`src/rtl/la_cmd_pkg.sv`:
```
// ---------------------------------------------------------------------------
// la_cmd_pkg
// Shared types and constants for the logic-analyzer command stage:
//   op_t     - 2-bit command opcode
//   state_t  - cmd_dispatch FSM states
//   ACK/NAK  - default acknowledge bytes
//   field positions of the 16-bit host command and small field extractors
// ---------------------------------------------------------------------------
package la_cmd_pkg;

    typedef enum logic [1:0] {
        RD   = 2'b00,
        WR   = 2'b01,
        DUMP = 2'b10,
        ILL  = 2'b11
    } op_t;

    typedef enum logic [2:0] {
        IDLE,
        EXEC,
        WAIT_SENT,
        DUMP_RD,
        DUMP_TX,
        DUMP_WAIT
    } state_t;

    localparam logic [7:0] ACK_BYTE = 8'hA5;
    localparam logic [7:0] NAK_BYTE = 8'hEE;

    // Command layout: op = [15:14], addr = [13:8], data = [7:0], channel = [10:8]
    localparam int OP_LSB   = 14;
    localparam int ADDR_LSB = 8;
    localparam int ADDR_FW  = 6;
    localparam int DATA_LSB = 0;
    localparam int CH_LSB   = 8;
    localparam int MAX_CH   = 4;

    function automatic op_t cmd_op(input logic [15:0] c);
        return op_t'(c[OP_LSB +: 2]);
    endfunction

    function automatic logic [ADDR_FW-1:0] cmd_addr(input logic [15:0] c);
        return c[ADDR_LSB +: ADDR_FW];
    endfunction

    function automatic logic [2:0] cmd_ch(input logic [15:0] c);
        return c[CH_LSB +: 3];
    endfunction

    function automatic logic [7:0] cmd_data(input logic [15:0] c);
        return c[DATA_LSB +: 8];
    endfunction

    function automatic logic addr_in_range(input logic [ADDR_FW-1:0] a, input int n);
        return int'(a) < n;
    endfunction

endpackage

```
`src/rtl/cfg_regfile.sv`:
```
// ---------------------------------------------------------------------------
// cfg_regfile
// NUM_REGS x 8-bit configuration register array.
//   clk, rst_n   - clock, asynchronous active-low reset (all registers -> 0)
//   we           - write enable; out-of-range waddr is ignored
//   waddr, wdata - write port
//   raddr, rdata - combinational read port; out-of-range raddr reads 0
//   regs_flat    - every register, reg k on bits [8k+7:8k]
// ---------------------------------------------------------------------------
module cfg_regfile
    import la_cmd_pkg::*;
#(
    parameter int NUM_REGS = 16
) (
    input  logic                  clk,
    input  logic                  rst_n,
    input  logic                  we,
    input  logic [ADDR_FW-1:0]    waddr,
    input  logic [7:0]            wdata,
    input  logic [ADDR_FW-1:0]    raddr,
    output logic [7:0]            rdata,
    output logic [NUM_REGS*8-1:0] regs_flat
);

    localparam int IDX_W = (NUM_REGS > 1) ? $clog2(NUM_REGS) : 1;

    logic [7:0] regs [NUM_REGS];

    always_ff @(posedge clk or negedge rst_n) begin
        if (!rst_n) begin
            for (int i = 0; i < NUM_REGS; i++) begin
                regs[i] <= '0;
            end
        end else if (we && addr_in_range(waddr, NUM_REGS)) begin
            regs[waddr[IDX_W-1:0]] <= wdata;
        end
    end

    always_comb begin
        rdata = '0;
        if (addr_in_range(raddr, NUM_REGS)) begin
            rdata = regs[raddr[IDX_W-1:0]];
        end
    end

    for (genvar k = 0; k < NUM_REGS; k++) begin : g_flat
        assign regs_flat[8*k +: 8] = regs[k];
    end

endmodule

```
`src/rtl/cmd_dispatch.sv`:
```
// ---------------------------------------------------------------------------
// cmd_dispatch
// Decodes host commands from the UART command wrapper, executes register
// read/write or a capture-RAM dump, and returns response bytes.
//   clk, rst_n     - clock, asynchronous active-low reset
//   cmd_rdy, cmd   - command strobe (one cycle) and 16-bit command
//   clr_cmd_rdy    - pulses in the cycle a command is captured (IDLE only)
//   send_resp      - one-cycle pulse, resp is valid from that cycle on
//   resp           - registered response byte
//   resp_sent      - wrapper finished transmitting resp
//   regs_flat      - configuration registers, reg k on [8k+7:8k]
//   start_addr     - oldest sample address, sampled at dump entry
//   ram_addr, ch_sel, ram_rdata - capture RAM read port (1-cycle latency)
//
// Response handshake: send_resp is a one-cycle start strobe. From that cycle
// resp is held constant until the wrapper pulses resp_sent; no new
// send_resp is issued before that resp_sent, so at most one byte is ever in
// flight and send_resp is never high in two consecutive cycles.
// ---------------------------------------------------------------------------
module cmd_dispatch
    import la_cmd_pkg::*;
#(
    parameter int         NUM_REGS = 16,
    parameter int         DEPTH    = 384,
    parameter int         ADDR_W   = 9,
    parameter logic [7:0] ACK      = ACK_BYTE,
    parameter logic [7:0] NAK      = NAK_BYTE
) (
    input  logic                  clk,
    input  logic                  rst_n,
    input  logic                  cmd_rdy,
    input  logic [15:0]           cmd,
    output logic                  clr_cmd_rdy,
    output logic                  send_resp,
    output logic [7:0]            resp,
    input  logic                  resp_sent,
    output logic [NUM_REGS*8-1:0] regs_flat,
    input  logic [ADDR_W-1:0]     start_addr,
    output logic [ADDR_W-1:0]     ram_addr,
    output logic [2:0]            ch_sel,
    input  logic [7:0]            ram_rdata
);

    localparam logic [ADDR_W-1:0] LAST = ADDR_W'(DEPTH - 1);

    state_t state, state_nx;

    logic [15:0]       cmd_q;
    logic [7:0]        resp_q;
    logic              send_q;
    logic [2:0]        ch_q;
    logic [ADDR_W-1:0] ptr;
    logic [ADDR_W-1:0] count;

    logic       capture;
    logic       in_sends;
    logic [7:0] in_resp;
    logic [7:0] rd_data;
    logic       q_wr_ok;
    logic       q_dump_ok;
    logic       wr_en;
    logic       dump_go;

    cfg_regfile #(.NUM_REGS(NUM_REGS)) u_regs (
        .clk       (clk),
        .rst_n     (rst_n),
        .we        (wr_en),
        .waddr     (cmd_addr(cmd_q)),
        .wdata     (cmd_data(cmd_q)),
        .raddr     (cmd_addr(cmd)),
        .rdata     (rd_data),
        .regs_flat (regs_flat)
    );

    assign capture = (state == IDLE) && cmd_rdy;

    // The response for register and error commands is decided from the live
    // command at capture, so resp and send_resp are already valid in EXEC.
    always_comb begin
        in_resp  = NAK;
        in_sends = 1'b1;
        case (cmd_op(cmd))
            RD:      if (addr_in_range(cmd_addr(cmd), NUM_REGS)) in_resp = rd_data;
            WR:      if (addr_in_range(cmd_addr(cmd), NUM_REGS)) in_resp = ACK;
            DUMP:    if (cmd_ch(cmd) <= 3'(MAX_CH)) in_sends = 1'b0;
            default: in_resp = NAK;
        endcase
    end

    assign q_wr_ok   = (cmd_op(cmd_q) == WR) && addr_in_range(cmd_addr(cmd_q), NUM_REGS);
    assign q_dump_ok = (cmd_op(cmd_q) == DUMP) && (cmd_ch(cmd_q) <= 3'(MAX_CH));

    always_ff @(posedge clk or negedge rst_n) begin
        if (!rst_n) begin
            state <= IDLE;
        end else begin
            state <= state_nx;
        end
    end

    always_comb begin
        state_nx    = state;
        clr_cmd_rdy = 1'b0;
        wr_en       = 1'b0;
        dump_go     = 1'b0;
        case (state)
            IDLE: begin
                clr_cmd_rdy = cmd_rdy;
                if (cmd_rdy) state_nx = EXEC;
            end
            EXEC: begin
                wr_en   = q_wr_ok;
                dump_go = q_dump_ok;
                state_nx = q_dump_ok ? DUMP_RD : WAIT_SENT;
            end
            WAIT_SENT: if (resp_sent) state_nx = IDLE;
            DUMP_RD:   state_nx = DUMP_TX;
            DUMP_TX:   state_nx = DUMP_WAIT;
            DUMP_WAIT: if (resp_sent) state_nx = (count == LAST) ? IDLE : DUMP_RD;
            default:   state_nx = IDLE;
        endcase
    end

    always_ff @(posedge clk or negedge rst_n) begin
        if (!rst_n) begin
            cmd_q  <= '0;
            resp_q <= '0;
            send_q <= 1'b0;
            ch_q   <= '0;
            ptr    <= '0;
            count  <= '0;
        end else begin
            send_q <= 1'b0;
            if (capture) begin
                cmd_q <= cmd;
                if (in_sends) begin
                    resp_q <= in_resp;
                    send_q <= 1'b1;
                end
            end
            if (dump_go) begin
                ch_q  <= cmd_ch(cmd_q);
                ptr   <= start_addr;
                count <= '0;
            end
            // ptr was presented in DUMP_RD, so ram_rdata now holds its sample
            if (state == DUMP_TX) begin
                resp_q <= ram_rdata;
                send_q <= 1'b1;
            end
            if ((state == DUMP_WAIT) && resp_sent && (count != LAST)) begin
                count <= count + 1'b1;
                ptr   <= (ptr == LAST) ? '0 : ptr + 1'b1;
            end
        end
    end

    assign send_resp = send_q;
    assign resp      = resp_q;
    assign ram_addr  = ptr;
    assign ch_sel    = ch_q;

endmodule

```
`config.mk`:
```
export PLATFORM = sky130hd
export DESIGN_NAME = cmd_dispatch
export DESIGN_NICKNAME = d
export VERILOG_FILES = /design/src/rtl/la_cmd_pkg.sv /design/src/rtl/cfg_regfile.sv /design/src/rtl/cmd_dispatch.sv
export SDC_FILE = /design/constraint.sdc
export NUM_CORES = 1
export LEC_CHECK = 0
export CAP_MARGIN = 20
export CELL_PAD_IN_SITES_DETAIL_PLACEMENT = 1
export CELL_PAD_IN_SITES_GLOBAL_PLACEMENT = 2
export CORE_MARGIN = 2
export CORE_UTILIZATION = 35
export CTS_CLUSTER_DIAMETER = 200
export CTS_CLUSTER_SIZE = 8
export DETAILED_ROUTE_END_ITERATION = 8
export MAX_ROUTING_LAYER = met4
export PLACE_DENSITY = 0.8
export SLEW_MARGIN = 0
export SYNTH_ARGS = -nofsm -noshare
export SYNTH_HDL_FRONTEND = slang
export SYNTH_SLANG_ARGS = --single-unit
export TNS_END_PERCENT = 100
```
`constraint.sdc`:
```
create_clock -name clk -period 2.6 [get_ports clk]
set_input_delay 0.65 -clock clk [delete_from_list [all_inputs] [get_ports clk]]
set_output_delay 0.65 -clock clk [all_outputs]
set_load 0.1 [all_outputs]
```
==> impl_metrics.yaml <==
outcome:
  status: "completed"
cts:
  cts-root-buf: "clkbuf_16"
  clock_path_buffers: 2
  cts_max_level: 4
  cts.sinks: 177
  clk_pin_slew_ns: 0.07
  cts_tree: "yes"
  post_cts_buffers: 0
  clk_latency_ns: 0.44
  cts_resized: 0
  cts_buffers: 17
  ctsHoldBuffers: 0
timing:
  skew_ns: 0.01727
  grt_setup_unrepaired: "false"
  report.final.hold_viol_count: 0
  setup_slack_ns: 0.2610
  finalMaxSlewViolations: 0
  worst_slew_pin_slew_ns: 0.7304
  max_freq_mhz: 427.5
  relSlewSlack: 0.5120
  finalCritPeriodShare: 0.8996
  finalHoldWorstSlack_ns: 0.1565
  min_period_ns: 2.339
  setup_viol: 0
grt:
  grt_max_degree: 69
  grt_overflow: 0
  grt_pass1_vias: 6651
  antenna_found_initial: 0
  grt_pass1_wl_um: 42550
  gr-usage-all-layers: 0.2265
logic_synthesis:
  synth_top_cell_area_share: 0.5152
  synth-seq-cells: 177
  syn_avg_cell_area_um2: 13.84
  syn_area_mm2: 0.008597
  yosysSeqAreaShare: 0.5152
  synthSimpleGateAreaFrac: 0.09213
  synth.distinct_cells: 61
  synth_top_family_by_area: "multiplexers"
  synth_xor_area_frac: 0.001019
  muxShareOfSynthArea: 0.3021
  synth_ff_type: "dfrtp_1"
  async_flop_share: 1.000
  synth_cells: 621
  synth_fa_ha_area_frac: 0.002911
  synth_top_area_cell: "dfrtp_1"
  synthTopCellsByArea: "dfrtp_1 52%, mux2_2 19%, mux4_2 5.5%"
  synth-compound-area-share: 0.05691
  yosys_warnings: 0
  synth_edf_count: 0
  syn-num-nets: 660
power:
  power_density_mw_per_mm2: 1239
  finalPower_mw: 13.82
  total_leakage_power_nw: 5.422
  peakVddDrop_mv: 0.7902
worst_setup_path:
  rr_startpoint: "state[1]$_DFFE_PN0P_"
  cp_slowest_stage_delay_ns: 0.52
  crit_family: "simple AND/OR/NAND/NOR gates"
  worstPathCellList: "nor3b_2 > and4b_1 > buf_12 > nand4_2 > mux2_2"
  critPathRequiredTime_ns: 2.91
  r2r_end: "u_regs.regs_flat[113]$_DFFE_PN0P_"
  cp_slowest_cell: "dfrtp_1"
  cp.arrival_ns: 2.65
  reg2reg_slack_ns: 0.26
  crit_buf_inv: 1
  reg2regPathDepth: 5
  crit_path_start_kind: "flop"
  worst-path-max-fanout: 16
  crit_type: "flop to flop"
  end_kind: "flop"
floorplanning:
  fp-row-count: 57
  die_area_mm2: 0.02583
  core_mm2: 0.02425
  die_w_um: 160.7
  fp.dieH_um: 160.7
  start_util: 0.3545
  ios: 187
placed_design:
  dp_hpwl_um: 20000
  gp_congestion: 0.8158
  dp.cells: 1116
  portBuffers: 186
  pre_cts_ws_ns: -0.08044
detailed_routing:
  drt_iter0_drc: 447
  firstDrtPassIters: 4
  drc: 0
  vias_per_cell: 5.300
  wire_per_inst_um: 24.06
  vias: 6084
  ant_nets: 0
  wirelength_um: 27620
layout:
  antenna_cells: 0
  finalNonFillerCells: 1148
  synthToLayoutAreaGrowth_pct: 29.72
  nets: 850
  utilization: 0.4599
  drive_above_1_share: 0.4939
min_path:
  hp-class: "input port to asynchronous set/reset pin"
flow_run:
  cap_violations: 0
-- sequential cells by signal, summed over array words and instances, names as in the netlist --
name              flops
resp                  8
state                 3
ch_sel                3
ram_addr              9
u_regs.regs_flat    128
count                 9
send_resp             1
cmd_q                16
-- report_power, final --
part	switching (mW)	total [mW]	internal [mW]
Combinational	5.05	6.74	1.69
Sequential	1.00	4.43	3.43
Clock	1.12	2.65	1.53
Total	7.17	13.8	6.65
-- cells in the mapped netlist (all sizes together) (2+ instances only) --
cell    instances
buf            22
and4            2
nand2b          3
mux2i          42
nand2          29
nand4           5
nand3          29
nor3            2
or2             2
nor2           13
a21oi           7
ha              2
nor3b           2
o221ai          2
a22o            4
o22ai           5
and2            5
a221o           3
o21ai          15
a31oi           4
a21boi          2
nand3b          2
a311oi          2
nor2b          10
o211a           2
a22oi          15
mux2          150
mux4           21
and4b           2
dfrtp         177
inv             6
clkbuf         19
-- how the worst max path moves through the flow --
stage / from / endpoint / slack (ns) / cells past startpoint
after floorplan: ram_addr[0]$_DFFE_PN0P_ / ram_addr[3]$_DFFE_PN0P_ / 0.07 / 5
after global placement: cmd[9] / resp[4]$_DFFE_PN0P_ / -0.06 / 7
after detailed placement: cmd[9] / resp[4]$_DFFE_PN0P_ / -0.08 / 7
after CTS: count[0]$_DFFE_PN0P_ / ram_addr[2]$_DFFE_PN0P_ / 0.26 / 6
after global routing: count[0]$_DFFE_PN0P_ / ram_addr[2]$_DFFE_PN0P_ / 0.10 / 6
final: state[1]$_DFFE_PN0P_ / u_regs.regs_flat[113]$_DFFE_PN0P_ / 0.26 / 5
-- layout by cell type (no fill, tap or decap), types with 3 or more instances in the layout --
cell type,n
a21oi_1,7
a221o_1,3
a22o_1,4
a22oi_1,15
a31oi_1,4
and2_1,4
buf_12,7
buf_4,169
clkbuf_16,17
clkbuf_8,4
clkdlybuf4s50_1,34
clkinv_4,3
dfrtp_1,177
inv_1,6
mux2_2,146
mux2_4,4
mux2i_1,42
mux4_2,21
nand2_1,29
nand2b_1,3
nand3_1,17
nand3_4,10
nand4_2,4
nor2_1,12
nor2b_1,10
o21ai_0,15
o22ai_1,5
-- cells by family (layout without fill, tap and decap cells) --
| group | after synthesis | count (layout) |
|---|---|---|
| fa+ha+maj | 2 | 2 |
| mux | 213 | 213 |
| xor+xnor | 1 | 1 |
| compound gates | 67 | 67 |
| flops | 177 | 177 |
| buf+inv | 47 | 250 |
| simple gates | 114 | 114 |
-- per-stage QoR --
stage | setup TNS (ns) | area (um2)
6_report | 0 | 11150
4_1_cts | 0 | 11150
3_5_place_dp | -0.1546 | 10540
5_1_grt | 0 | 11150
3_3_place_gp | -0.09916 | 10540
2_1_floorplan | 0 | 8597
-- area by class of cell --
cell class	instances	area [um2]
Fill cell	2498	13100
Sequential cell	177	4429
Multi-Input combinational cell	397	3921
Timing Repair Buffer	212	1765
Clock buffer	22	484.2
Tap cell	324	405.4
Clock inverter	10	123.9
Inverter	6	22.52
-- routing by layer --
metal | track usage | share of wire | wire length [um]
met5 | - | 0 | 0
met2 | 0.3503 | 0.48 | 13170
met3 | 0.04313 | 0.052 | 1448
met4 | 0.05844 | 0.015 | 413
met1 | 0.3088 | 0.46 | 12590
No activity file was read; power rests on OpenSTA's default activity.
